`src/rtl/seq_mag_comparator_pkg.sv`:
```
// Shared types for the sequential magnitude comparator: digit width,
// controller states and the greater/equal/less cascade encoding.
`timescale 1ns/1ps
package seq_mag_comparator_pkg;

  localparam int DIGIT_W = 4;

  typedef enum logic [1:0] {
    IDLE = 2'd0,
    RUN  = 2'd1,
    DONE = 2'd2
  } state_e;

  // EQ is the all-zero code so a cleared register reads as "equal so far".
  typedef enum logic [1:0] {
    CMP_EQ = 2'b00,
    CMP_GT = 2'b01,
    CMP_LT = 2'b10
  } cmp_e;

endpackage

```
`src/rtl/seq_mag_comparator_digit_cmp.sv`:
```
// One step of the MSB-first compare cascade: folds a single 4-bit digit
// pair into the running greater/equal/less verdict.
`timescale 1ns/1ps
module seq_mag_comparator_digit_cmp
  import seq_mag_comparator_pkg::*;
(
  input  logic [DIGIT_W-1:0] x_i,
  input  logic [DIGIT_W-1:0] y_i,
  input  cmp_e               cas_i,
  output cmp_e               cas_o
);

  // A decided verdict is sticky; only an "equal so far" state looks at the digits.
  always_comb begin
    // NOTE: assign a default before any branch so every path drives the output and no latch is inferred.
    cas_o = cas_i;
    if (cas_i == CMP_EQ) begin
      if (x_i > y_i) begin
        cas_o = CMP_GT;
      end else if (x_i < y_i) begin
        cas_o = CMP_LT;
      end
    end
  end

endmodule

```
`src/rtl/seq_mag_comparator.sv`:
```
// Multi-cycle WIDTH-bit magnitude comparator. Accepts an operand pair in
// IDLE, walks one digit per clock MSB first in RUN, then holds a one-hot
// result in DONE until the consumer takes it.
`timescale 1ns/1ps
module seq_mag_comparator
  import seq_mag_comparator_pkg::*;
#(
  parameter  int WIDTH = 16,
  localparam int NDIG  = WIDTH / DIGIT_W
) (
  input  logic             clk,
  input  logic             rst_n,
  input  logic             in_valid,
  output logic             in_ready,
  input  logic [WIDTH-1:0] a,
  input  logic [WIDTH-1:0] b,
  input  logic             is_signed,
  output logic             out_valid,
  input  logic             out_ready,
  output logic             y_g,
  output logic             y_eq,
  output logic             y_l
);

  localparam int              CNT_W   = (NDIG > 1) ? $clog2(NDIG) : 1;
  localparam logic [CNT_W-1:0] CNT_MSB = CNT_W'(NDIG - 1);

  state_e             state_q, state_d;
  logic [CNT_W-1:0]   cnt_q, cnt_d;
  logic [WIDTH-1:0]   a_q, a_d;
  logic [WIDTH-1:0]   b_q, b_d;
  logic               signed_q, signed_d;
  cmp_e               cas_q, cas_d;

  logic [DIGIT_W-1:0] dig_a, dig_b;
  cmp_e               cas_nxt;

  // Pick the digit pair addressed by the counter; in signed mode the top
  // digit's sign bit is flipped so two's complement orders as offset binary.
  always_comb begin
    dig_a = '0;
    dig_b = '0;
    for (int i = 0; i < NDIG; i++) begin
      if (cnt_q == CNT_W'(i)) begin
        dig_a = a_q[i*DIGIT_W +: DIGIT_W];
        dig_b = b_q[i*DIGIT_W +: DIGIT_W];
      end
    end
    if (signed_q && (cnt_q == CNT_MSB)) begin
      dig_a[DIGIT_W-1] = ~dig_a[DIGIT_W-1];
      dig_b[DIGIT_W-1] = ~dig_b[DIGIT_W-1];
    end
  end

  seq_mag_comparator_digit_cmp u_digit_cmp (
    .x_i   (dig_a),
    .y_i   (dig_b),
    .cas_i (cas_q),
    .cas_o (cas_nxt)
  );

  // Controller next state: accept in IDLE, one digit per edge in RUN, hold in DONE.
  always_comb begin
    state_d  = state_q;
    cnt_d    = cnt_q;
    a_d      = a_q;
    b_d      = b_q;
    signed_d = signed_q;
    cas_d    = cas_q;
    unique case (state_q)
      IDLE: begin
        if (in_valid) begin
          a_d      = a;
          b_d      = b;
          signed_d = is_signed;
          cas_d    = CMP_EQ;
          cnt_d    = CNT_MSB;
          state_d  = RUN;
        end
      end
      RUN: begin
        cas_d = cas_nxt;
        if (cnt_q == '0) begin
          state_d = DONE;
        end else begin
          cnt_d = cnt_q - CNT_W'(1);
        end
      end
      DONE: begin
        if (out_ready) begin
          state_d = IDLE;
        end
      end
      default: state_d = IDLE;
    endcase
  end

  // State registers; reset aborts any compare in flight and discards a pending result.
  always_ff @(posedge clk or negedge rst_n) begin
    if (!rst_n) begin
      state_q  <= IDLE;
      cnt_q    <= CNT_MSB;
      // NOTE: the operand registers are reset too, so a fresh part never compares X data.
      a_q      <= '0;
      b_q      <= '0;
      signed_q <= 1'b0;
      cas_q    <= CMP_EQ;
    end else begin
      // NOTE: non-blocking assignments so every register samples the pre-edge values.
      state_q  <= state_d;
      cnt_q    <= cnt_d;
      a_q      <= a_d;
      b_q      <= b_d;
      signed_q <= signed_d;
      cas_q    <= cas_d;
    end
  end

  assign in_ready  = (state_q == IDLE);
  assign out_valid = (state_q == DONE);
  assign y_g       = (cas_q == CMP_GT);
  assign y_eq      = (cas_q == CMP_EQ);
  assign y_l       = (cas_q == CMP_LT);

endmodule

```
`config.mk`:
```
export PLATFORM = sky130hd
export DESIGN_NAME = seq_mag_comparator
export DESIGN_NICKNAME = d
export VERILOG_FILES = /design/src/rtl/seq_mag_comparator_pkg.sv /design/src/rtl/seq_mag_comparator_digit_cmp.sv /design/src/rtl/seq_mag_comparator.sv
export SDC_FILE = /design/constraint.sdc
export NUM_CORES = 1
export LEC_CHECK = 0
export BUFFER_PORTS_ARGS = -buffer_cell sky130_fd_sc_hd__buf_2
export CAP_MARGIN = 20
export CORE_MARGIN = 2
export CORE_UTILIZATION = 42
export CTS_CLUSTER_SIZE = 10
export DETAILED_ROUTE_END_ITERATION = 8
export PLACE_DENSITY_LB_ADDON = 0.12
export SYNTH_ARGS = -nofsm -noshare
export SYNTH_HDL_FRONTEND = slang
export SYNTH_SLANG_ARGS = --single-unit
```
`constraint.sdc`:
```
create_clock -name clk -period 2.85 [get_ports clk]
set_input_delay 0.1425 -clock clk [delete_from_list [all_inputs] [get_ports clk]]
set_output_delay 0.1425 -clock clk [all_outputs]
set_load 0.01 [all_outputs]
```
==> impl_metrics.toml <==
[logic_synthesis]
synth_edf_count = 0
synth_area_leader_cell = "dfrtp_1"
ys_ff_latch = 39
netlist_instances = 230
ys_warn_count = 0
synth.distinct_cells = 29
synth_most_common_cell = "nand2_1"
synthArstFlopShare = 1.000
syn_avg_cell_area_um2 = 8.508
synth_commonest_cells = "nand2_1 (107), dfrtp_1 (37), nor2_1 (11)"
synth_ff_type = "dfrtp_1"
synth_fp_nets = 275
synth_top_area_share = 0.4731
synth-seq-area-share = 0.5000
syn-cell-area_um2 = 1957
yosys-top-cells-area = "dfrtp_1 (47%), nand2_1 (21%), ha_1 (5.1%)"

[worst_setup_path]
r2r_slack_ps = 280
cp-start-kind = "flop"
reg2reg_depth = 10
cp.required_ps = 3030
crit_path_start = "cnt_q[1]$_DFFE_PN1P_"
r2r-start = "cnt_q[1]$_DFFE_PN1P_"
endpoint = "cas_q[1]$_DFFE_PN0P_"
arrival_ps = 2750
end_kind = "flop"
critical_path_class = "flop to flop"
crit_fanout = 7
r2r_end = "cas_q[1]$_DFFE_PN0P_"

[run_status]
status = "finished clean"

[global_route]
gr-max-usage-layer = "met2"
grt_pass1_vias = 1562
grt_max_degree = 40
grt_util_met1 = 0.2520
grt_antenna_before_repair = 0
grt_pass1_wl_mm = 7.113
grt-ovfl-total = 0
use_met2 = 0.2528
gr-usage-met3 = 0.04306
grt.total_usage = 0.1730

[final_layout]
final_nets = 315
n_antenna_cell = 0
drive_gt1_frac = 0.2140
final_area_um2 = 2270
n_fill_cell = 454
syn_to_final_growth_pct = 15.98

[die]
row_count = 24
ioPinCount = 42
die_w_um = 72.26
die_area_um2 = 5222
fp.dieH_um = 72.26
start_util = 0.4433
coreArea_um2 = 4414

[route]
drt_wl_total_mm = 3.959
final_antenna_net_count = 0
drt_iter0_markers = 115
drc = 0
num_vias = 1576
vias_per_cell = 4.879
drt_pass1_iterations = 4
wire_per_inst_um = 12.26

[cts]
post_cts_buffers = 0
clk_latency_ps = 290
cts_sinks = 39
cts_buffers = 5
cts_root_buffer = "clkbuf_8"
clkTransAtPathRegs_ps = 70
htree_levels = 2
cts_tree = "built"
clockBufferDepth = 2

[sta]
finalMaxSlewViolations = 0
tns_ps = 0
fin_worst_skew_ps = 2.891
setup_viol = 0
rsz0062_at_grt = "no"
fmax_ghz = 0.3895
setup_ws_ps = 282.5
max_slew_margin = 0.4316
hold_viol = 0
period_minus_slack_ps = 2568
min_period_over_period = 0.9009
tightest_slew_ps = 852.7

[job]
maxCapViolCount = 0

[power_and_ir_drop]
p_switching_mw = 1.038
pwr-share-comb = 0.440
p_seq_frac = 0.403
p_leak_nw = 1.219
p_int_mw = 1.533
p_clk_frac = 0.158
switching_share = 0.4037
ir_drop_mv = 0.4699
power.density_nw_per_um2 = 1132
total_power_mw = 2.570

[place]
hpwl_mm = 2.754
dpl_cell_area_um2 = 2157
io_buffers = 41
finalWeightedCongestion = 0.8151
place_ws_ps = 133.7

[hold_path]
hold_path.class = "primary input to flop"
## kinds of logic after synthesis
kind of cell | synth area share
AOI/OAI and AO/OA | 0.1113
DFF | 0.5000
buffers and inverters | 0.05498
muxes | 0.005115
and+or+nand+nor | 0.2686
xor gates and xnor gates | 0.008953
adders and majority gates | 0.05115
## cell type report
| class | count | area, um^2 | area share |
|---|---|---|---|
| clock buffer | 8 | 100.1 | 0.04410 |
| inverter | 6 | 22.52 | 0.009923 |
| multi-input combinational | 174 | 873.3 | 0.3848 |
| sequential | 39 | 978.4 | 0.4311 |
| tap | 52 | 65.06 | 0.02867 |
| timing repair buffer | 44 | 230.2 | 0.1014 |
## per-stage QoR
step                  util  hold slack, ps  cells
floorplan                -          -153.1    230
global placement    0.4887           305.1    314
detailed placement  0.4887           304.4    314
CTS                 0.5136           32.26    323
global route        0.5142           42.40    323
finish              0.5142           37.41    323
## registers in the layout, summed over array words and instances, names as in the netlist
name / flops
a_q: 16
b_q: 16
cas_q: 2
cnt_q: 2
state_q: 2
signed_q: 1
## how the worst min path moves through the flow
stage,start,endpoint,slack [ps],depth (start not counted)
after floorplan,rst_n,a_q[0]$_DFFE_PN0P_,-150,0
after global placement,rst_n,b_q[15]$_DFFE_PN0P_,310,1
after detailed placement,rst_n,signed_q$_DFFE_PN0P_,300,1
after CTS,a[10],a_q[10]$_DFFE_PN0P_,30,3
after global routing,a[10],a_q[10]$_DFFE_PN0P_,40,3
final,a[10],a_q[10]$_DFFE_PN0P_,40,3
## power by group through the flow
stage | Clock (mW) | Sequential (mW) | Combinational (mW)
2_1_floorplan | 0 | 0.974 | 0.945
3_3_place_gp | 0 | 1.04 | 1.12
3_5_place_dp | 0 | 1.04 | 1.14
4_1_cts | 0.416 | 1.04 | 1.15
5_1_grt | 0.437 | 1.07 | 1.34
6_report | 0.406 | 1.03 | 1.13
## critical path, stage by stage (launching register included)
cell	delay, ps
dfstp_2	570
inv_1	70
ha_1	200
nor2b_2	340
a221oi_2	100
nor3_1	200
a21oi_1	70
ha_1	330
a21oi_1	160
o21ai_0	130
o41ai_1	300
## cells in the final DEF, fill, tap and decap left out, types with 2 or more instances in the layout
| cell type | count |
|---|---|
| dfrtp_1 | 37 |
| nand2_1 | 107 |
| o21ai_0 | 8 |
| nor3_1 | 4 |
| nor2_1 | 11 |
| dfstp_2 | 2 |
| buf_4 | 2 |
| nor2b_1 | 3 |
| a221oi_2 | 3 |
| clkbuf_8 | 7 |
| a21oi_1 | 9 |
| ha_1 | 8 |
| inv_1 | 6 |
| o21ai_1 | 3 |
| a221o_1 | 3 |
| buf_2 | 41 |
| xor2_1 | 2 |
## per-layer routing
metal,vias to the layer above,wire (um)
met3,7,190
met1,710,1973
li1,824,-
met2,35,1740
met4,0,55
met5,-,0
## repair_timing
action,CTS,global route
hold buffers,1,0
setup endpoints to repair,0,2
resized for setup,0,1
hold endpoints to repair,33,0
Power figures use the tool's default switching activity.
